==> config.mk <==
export PLATFORM = sky130hd
export DESIGN_NAME = instr_fetch
export DESIGN_NICKNAME = d
export VERILOG_FILES = /design/src/rtl/instr_fetch_pkg.sv /design/src/rtl/static_predictor.sv /design/src/rtl/instr_fetch.sv
export VERILOG_INCLUDE_DIRS = /design/src /design/src/rtl
export SDC_FILE = /design/constraint.sdc
export NUM_CORES = 1
export LEC_CHECK = 0
export ABC_AREA = 1
export BUFFER_PORTS_ARGS = -buffer_cell sky130_fd_sc_hd__buf_2
export CAP_MARGIN = 20
export CORE_UTILIZATION = 50
export CTS_CLUSTER_DIAMETER = 150
export DETAILED_ROUTE_END_ITERATION = 10
export HOLD_SLACK_MARGIN = 0.15
export PLACE_DENSITY = 0.72
export SETUP_SLACK_MARGIN = 0.05
export SYNTH_ARGS = -nofsm -noshare
export SYNTH_HDL_FRONTEND = slang
export SYNTH_HIERARCHICAL = 1
export SYNTH_SLANG_ARGS = --single-unit
==> constraint.sdc <==
create_clock -name clk -period 4.5 [get_ports clk]
set_input_delay 0.9 -clock clk [delete_from_list [all_inputs] [get_ports clk]]
set_output_delay 0.9 -clock clk [all_outputs]
set_load 0.02 [all_outputs]
==> src/rtl/parameters.vh <==
// rtl/parameters.vh - shared instruction-fetch constants
`ifndef INSTR_FETCH_PARAMETERS_VH
`define INSTR_FETCH_PARAMETERS_VH

`define NOP              32'h0000_0013
`define OPC_BRANCH       7'b110_0011
`define OPC_JAL          7'b110_1111
`define RESET_PC_DEFAULT 32'h0000_0000

`endif

==> src/rtl/instr_fetch_pkg.sv <==
// rtl/instr_fetch_pkg.sv - fetch FSM states and shared constants
`include "parameters.vh"

package instr_fetch_pkg;

    typedef enum logic [1:0] {
        ST_REQ   = 2'd0,
        ST_HOLD  = 2'd1,
        ST_DRAIN = 2'd2
    } state_t;

    localparam logic [31:0] NOP_INSTR  = `NOP;
    localparam logic [6:0]  OPC_BRANCH = `OPC_BRANCH;
    localparam logic [6:0]  OPC_JAL    = `OPC_JAL;

    function automatic logic [31:0] word_align(input logic [31:0] addr);
        return {addr[31:2], 2'b00};
    endfunction

endpackage

==> src/rtl/static_predictor.sv <==
// rtl/static_predictor.sv - combinational static branch predictor
// Ports:
//   instr  : instruction word being fetched
//   pc     : address of instr
//   pred   : 1 = backward B-type or JAL, predicted taken
//   target : next fetch PC (predicted target, else pc+4)
`include "parameters.vh"

module static_predictor
    import instr_fetch_pkg::*;
(
    input  logic [31:0] instr,
    input  logic [31:0] pc,
    output logic        pred,
    output logic [31:0] target
);

    logic [31:0] b_imm;
    logic [31:0] j_imm;

    assign b_imm = {{19{instr[31]}}, instr[31], instr[7], instr[30:25], instr[11:8], 1'b0};
    assign j_imm = {{11{instr[31]}}, instr[31], instr[19:12], instr[20], instr[30:21], 1'b0};

    always_comb begin
        pred   = 1'b0;
        target = pc + 32'd4;
        // Sign bit of a B-type immediate is instr[31]: set means backward.
        if (instr[6:0] == OPC_BRANCH && instr[31]) begin
            pred   = 1'b1;
            target = pc + b_imm;
        end else if (instr[6:0] == OPC_JAL) begin
            pred   = 1'b1;
            target = pc + j_imm;
        end
    end

endmodule

==> src/rtl/instr_fetch.sv <==
// rtl/instr_fetch.sv - instruction fetch stage with skid buffer and static prediction
// Ports:
//   clk, rst_n                 : clock, asynchronous active-low reset
//   o_imem_req, o_imem_addr    : instruction-memory request and word address
//   i_imem_ack, i_imem_rdata   : memory response, data valid with ack
//   o_instr, o_pc, o_prediction: instruction, its PC and taken prediction to decode
//   i_stall                    : decode stall, outputs held
//   i_flush, i_branch_pc       : misprediction redirect to i_branch_pc
`include "parameters.vh"

module instr_fetch
    import instr_fetch_pkg::*;
#(
    parameter logic [31:0] RESET_PC = `RESET_PC_DEFAULT
) (
    input  logic        clk,
    input  logic        rst_n,
    output logic        o_imem_req,
    output logic [31:0] o_imem_addr,
    input  logic        i_imem_ack,
    input  logic [31:0] i_imem_rdata,
    output logic [31:0] o_instr,
    output logic [31:0] o_pc,
    output logic        o_prediction,
    input  logic        i_stall,
    input  logic        i_flush,
    input  logic [31:0] i_branch_pc
);

    state_t      state, state_n;
    logic        req_en;
    logic [31:0] pc, pc_n;
    logic [31:0] instr_n, opc_n;
    logic        pred_n;
    logic [31:0] skid_instr, skid_instr_n;
    logic [31:0] skid_pc, skid_pc_n;

    logic [31:0] p_instr, p_pc, p_target;
    logic        p_pred;

    // req_en holds the request off for the first cycle after reset release,
    // so a late ack from before reset can never be taken as a response.
    assign o_imem_req  = req_en && (state == ST_REQ);
    assign o_imem_addr = pc;

    // In HOLD the predictor sees the buffered word instead of the bus.
    assign p_instr = (state == ST_HOLD) ? skid_instr : i_imem_rdata;
    assign p_pc    = (state == ST_HOLD) ? skid_pc : pc;

    static_predictor u_pred (
        .instr  (p_instr),
        .pc     (p_pc),
        .pred   (p_pred),
        .target (p_target)
    );

    always_comb begin
        state_n      = state;
        pc_n         = pc;
        instr_n      = o_instr;
        opc_n        = o_pc;
        pred_n       = o_prediction;
        skid_instr_n = skid_instr;
        skid_pc_n    = skid_pc;
        unique case (state)
            ST_REQ: begin
                if (i_flush) begin
                    pc_n    = word_align(i_branch_pc);
                    instr_n = NOP_INSTR;
                    pred_n  = 1'b0;
                    // Outstanding request with no ack yet: its ack must be eaten.
                    state_n = (o_imem_req && !i_imem_ack) ? ST_DRAIN : ST_REQ;
                end else if (o_imem_req && i_imem_ack) begin
                    if (i_stall) begin
                        skid_instr_n = i_imem_rdata;
                        skid_pc_n    = pc;
                        state_n      = ST_HOLD;
                    end else begin
                        instr_n = i_imem_rdata;
                        opc_n   = pc;
                        pred_n  = p_pred;
                        pc_n    = word_align(p_target);
                    end
                end else if (!i_stall) begin
                    instr_n = NOP_INSTR;
                    pred_n  = 1'b0;
                end
            end
            ST_HOLD: begin
                if (i_flush) begin
                    pc_n    = word_align(i_branch_pc);
                    instr_n = NOP_INSTR;
                    pred_n  = 1'b0;
                    state_n = ST_REQ;
                end else if (!i_stall) begin
                    instr_n = skid_instr;
                    opc_n   = skid_pc;
                    pred_n  = p_pred;
                    pc_n    = word_align(p_target);
                    state_n = ST_REQ;
                end
            end
            ST_DRAIN: begin
                if (i_flush) begin
                    pc_n = word_align(i_branch_pc);
                end
                if (i_imem_ack) begin
                    state_n = ST_REQ;
                end
            end
            default: state_n = ST_REQ;
        endcase
    end

    always_ff @(posedge clk or negedge rst_n) begin
        if (!rst_n) begin
            state        <= ST_REQ;
            req_en       <= 1'b0;
            pc           <= word_align(RESET_PC);
            o_instr      <= NOP_INSTR;
            o_pc         <= RESET_PC;
            o_prediction <= 1'b0;
            skid_instr   <= NOP_INSTR;
            skid_pc      <= 32'd0;
        end else begin
            state        <= state_n;
            req_en       <= 1'b1;
            pc           <= pc_n;
            o_instr      <= instr_n;
            o_pc         <= opc_n;
            o_prediction <= pred_n;
            skid_instr   <= skid_instr_n;
            skid_pc      <= skid_pc_n;
        end
    end

endmodule

# Yosys cells after proc, flatten, opt, wreduce, memory -nomap -nowiden
# Cells that the tools add are included.
# word_totals
elab_cells	81
ff_bits	164
in_bits	69
# classes
n_eq_ne	16
mux	39
bitwise_logic	1
add_sub_neg	3
reduce_logical	14
# op_table
op	count
$mux W32	20
$pmux W32 S2	2
$pmux W32 S3	1
$add A32 B32 Y32	2
$add A32 B3 Y32 const B	1
$eq A7 B7 Y1 const B	2
$mux W2	7
$ne A2 B2 Y1 const B	6
$ne A3 B3 Y1 const B	3
$reduce_and A4 Y1	2
$mux W1	7
$pmux W2 S3	1
$reduce_and A3 Y1	2
$reduce_and A6 Y1	1
$logic_and A1 B1 Y1	4
$ne A4 B3 Y1 const B	1
$ne A3 B2 Y1 const B	1
$reduce_bool A3 Y1	1
$eq A2 B1 Y1 const B	1
$eq A2 B2 Y1 const B	1
$logic_not A2 Y1	1
$ne A2 B1 Y1 const B	1
$pmux W1 S2	1
$reduce_and A2 Y1	1
3 further kinds	3

# Longest topological paths before layout
# logic_depth
ltp_word	9
depth_mapped	26

# By module
# The synthesis kept the hierarchy.
# modules_own_cells
mod	cells_per_inst	seq_area_each_um2	n_inst	area_per_inst_um2
instr_fetch	990	3961.3	1	7405.9
static_predictor	1050	0.0	1	5099.9

# Worst setup path after synthesis
# OpenSTA, ideal clock, no wires.
# synth_timing
kind	register to register
startpoint	register state[1]
endpoint	register pc[17] (netlist: o_imem_addr[17])
slack_ns	1.321
t_arrival_ns	3.062
period_less_slack_ns	3.179
setup_time_ns	0.117
path_stages_with_launch	23
path_cell_list	dfrtp_1 -> inv_2 -> nand2_2 -> clkbuf_1 -> o21ai_0 -> inv_2 -> fa_1 -> inv_1 -> nand2_1 -> o21ai_0 -> nand2_1 -> nand2_1 -> nand2_1 -> nand2_2 -> nand2_1 -> nand2_1 -> a21oi_1 -> o21ai_0 -> nand2_1 -> nand3_1 -> nand2_1 -> nand3_1 -> nand2_1
# synth_between
elab_chain_len	9
word_cells_on_any_way	24
# synth_rtl
element	line	source
start: declaration	instr_fetch.sv:30	state_t state, state_n;
start signal: assignment	instr_fetch.sv:126	state <= state_n;
$eq A2 B1 Y1 (*)	instr_fetch.sv:47, instr_fetch.sv:48	
$mux W32 (on tied branches)	instr_fetch.sv:48, instr_fetch.sv:47	
$add A32 B3 Y32 (tied with other cells)	static_predictor.sv:26	target = pc + 32'd4;
$mux W32 / $logic_and A1 B1 Y1 (equally long branches)	static_predictor.sv:31, static_predictor.sv:28	
$mux W32 (*)	static_predictor.sv:28	if (instr[6:0] == OPC_BRANCH && instr[31]) begin
net p_target[17]	instr_fetch.sv:38	logic [31:0] p_instr, p_pc, p_target;
$mux W32 (*)	instr_fetch.sv:74, instr_fetch.sv:95	
$mux W32	instr_fetch.sv:73	end else if (o_imem_req && i_imem_ack) begin
$mux W32	instr_fetch.sv:67	if (i_flush) begin
$pmux W32 S3 (*)	instr_fetch.sv:65	unique case (state)
end signal: assignment	instr_fetch.sv:119	pc <= word_align(RESET_PC);
end signal: assignment	instr_fetch.sv:128	pc <= pc_n;
end: declaration	instr_fetch.sv:32	logic [31:0] pc, pc_n;
# Mark *: on every way through the listed nets, which the timed path passes. The rest lies on a longest branch. The select of a mux whose other input is x is not followed.
# A chain may end at the register's enable or synchronous reset.

# Worst setup path in the final report
# layout_timing
startpoint	register state[1]
endpoint	register pc[14] (netlist: o_imem_addr[14])
# Same word-level chain as after synthesis.

==> key figures <==
Setup path
  – CP cell instances: inv_2, nand2_2, o21ai_0, ha_1, nand2_1, nand3_1, nand2_1, nand2_1, nand2_1, nand2_1, o21ai_0, nand2_1, nand2_1, nand2_1, nand3_1, nand2_1, nand3_1, nand2_1
  – Critical Path RT: around 4800 ps
  – CP dominant cell by count: nand2_1
  – CP max stage cell: o21ai_0
  – CP Launch Type: flip-flop
  – Critical path class: reg2reg
  – Arr. time, crit path: roughly 4400 ps
  – CP max stage delay: 800 ps
  – Crit end category: flip-flop
  – Critical-path maximum fanout: 24

Floorplanning
  – Rows: 57
  – Core ar.: about 24,000 µm²
  – Die ar.: roughly 26,000 µm²
  – Ports: 167
  – Die Y: ~160 µm
  – Initial Utilization: 0.512
  – Die W: approximately 160 µm

Clock tree
  – Clk slew on worst S/H paths: 70 ps
  – Skew-Pair Late Insertion Delay: between 400 and 500 ps
  – Max Buffers Root-to-Sink: 2
  – CTS buffer count: 17
  – CTS tree: done
  – CTS sink cnt: ~160
  – Root buffer cell: clkbuf_16
  – H-tree depth: 4

Routing
  – Final ANT Viol Nets: 0
  – Vias: roughly 14,000
  – Drt drc: 0
  – DR pass1 iterations: 6
  – Total wire length: 44,100 µm
  – Drt via density: between 5 and 6
  – Routed wire per std cell: approximately 17 µm
  – DRT iter0 DRCs: between 1,000 and 1,500

GRT
  – Global Route Usage Sum: 0.344
  – Initial antenna violation count: 0
  – Vias in the first global route: around 12,000
  – First-pass GRT wire length: 68,400 µm
  – Largest net degree at the start of global routing: 90
  – GR Overflow Total: 0

STA
  – Worst slew pin tran: 879 ps
  – Worst hold slack: around 470 ps
  – RSZ-0062 raised after global routing: false
  – Hold violation total from the final report: 0
  – Slew HR: 0.414
  – Min cycle time layout: 4090 ps
  – Max Clock Skew: 14.0 ps
  – Fmax: approximately 240 MHz
  – Final max-slew violation count: 0
  – Final period util: 0.910
  – Setup violators final: 0
  – Slack of the critical path: around 400 ps
  – Post-Route Setup TNS: 0 ps

Flow run
  – MaxCap Viol Count: 0

Placed design
  – DP Worst Slack: 547 ps
  – Input/output buffers: 160
  – GP Congestion: just under 1
  – Post-DP HPWL: around 34,000 µm

Logic synthesis
  – Syn. warnings: 6
  – Post-Synthesis Cells: between 2,000 and 2,500
  – Synthesized area: 12,500 µm²
  – Mean post-synth cell area: about 6.1 µm²

Cells and area
  – Proportion of layout cells with a drive suffix above 1: 0.135
  – ANT cells: 0
  – Final nets: around 2,300
  – Final core occ: 0.588
  – Filler cell count: ~2,500
  – Layout area overhead: 15.0%

Power
  – Peak VDD IR: 294 µV
  – LEAKAGE: approximately 8.3 nW
  – Pwr Total: 6.61 mW
  – Pwr Density: around 460 nW/µm²

Min path
  – Min-Delay Path Class: reg2reg

Run status
  – Status: finished, final reports clean
==> final timing paths <==
path                                               from                     endpoint  slack, ps  cells past startpoint
worst max-delay path               state[1]$_DFFE_PN0P_  o_imem_addr[14]$_DFFE_PN0P_        410                     18
max in group asynchronous                         rst_n    skid_instr[2]$_DFFE_PN0P_       3010                      2
worst min register to register  o_instr[13]$_DFFE_PN0P_      o_instr[13]$_DFFE_PN0P_        470                      2
min in group asynchronous                         rst_n      o_instr[20]$_DFFE_PN0P_        500                      1
worst max register to register     state[1]$_DFFE_PN0P_  o_imem_addr[14]$_DFFE_PN0P_        410                     18
worst min-delay path            o_instr[13]$_DFFE_PN0P_      o_instr[13]$_DFFE_PN0P_        470                      2
==> stage by stage <==
step	instances	instance area [µm²]
6_report	2533	14300
5_1_grt	2533	14300
4_1_cts	2530	14300
3_5_place_dp	2498	13700
3_3_place_gp	2498	13700
2_1_floorplan	2040	12500
==> flip-flops by register name, summed over array words and instances, names as in the netlist <==
name	count
o_instr	32
skid_instr	32
o_imem_addr	30
o_pc	30
skid_pc	30
state	2
o_prediction	1
req_en	1
==> where the power goes <==
group,switching (mW),internal [mW]
clock,0.708,0.786
sequential,0.187,1.75
combinational,2.17,1.01
==> layout make-up <==
class	instances	area, µm²	area share
flip-flops and latches	158	3960	0.276
clock buffers	18	429	0.0299
clock inverters	14	153	0.0106
repair buffers	211	1270	0.0883
well taps	324	405	0.0283
multi-input cells	1597	7330	0.511
inverters	211	797	0.0556
==> worst max-delay path, delay by kind of cell (launching register included) <==
kind / cells / cell delay [ps]
AOI/OAI and AO/OA: 2 / 1250
adders and majority gates: 1 / 450
buffers and inverters: 1 / 110
DFF: 1 / 440
and+or+nand+nor: 14 / 1720
==> cell usage in the layout (no fill, tap or decap), types with 3 or more instances in the layout <==
master and count:
o21ai_0 94, nand2_2 11, nand2_1 949, conb_1 7, a21oi_1 67, inv_8 3, nand3_2 4, dfstp_2 6
nor3_1 20, inv_6 3, dfrtp_1 152, buf_12 3, nand4_1 21, nand3_1 171, nor2_2 7, ha_1 44
nand3b_1 3, xor2_1 22, buf_4 45, inv_1 195, clkinv_4 3, buf_2 159, nor2_1 113, xnor2_1 5
o21bai_1 9, inv_2 12, or2_2 4, clkbuf_16 17, o21ai_1 17
==> per-layer routing <==
| metal | wire length [µm] | GRT usage | vias to the layer above | share of wire |
|---|---|---|---|---|
| met5 | 0 | 0 | - | 0 |
| met4 | 892 | 0.0922 | 0 | 0.020 |
| met3 | 4010 | 0.0574 | 50 | 0.091 |
| met2 | 19200 | 0.525 | 657 | 0.43 |
| met1 | 20100 | 0.502 | 6388 | 0.45 |
| li1 | - | - | 6702 | - |
==> what timing repair did <==
item / CTS / global route
hold buffers: 0 / 0
resized for setup: 0 / 2
setup buffers: 0 / 0
endpoints found under the setup margin: 0 / 1
Note: power is estimated with default switching activity, not from simulation.
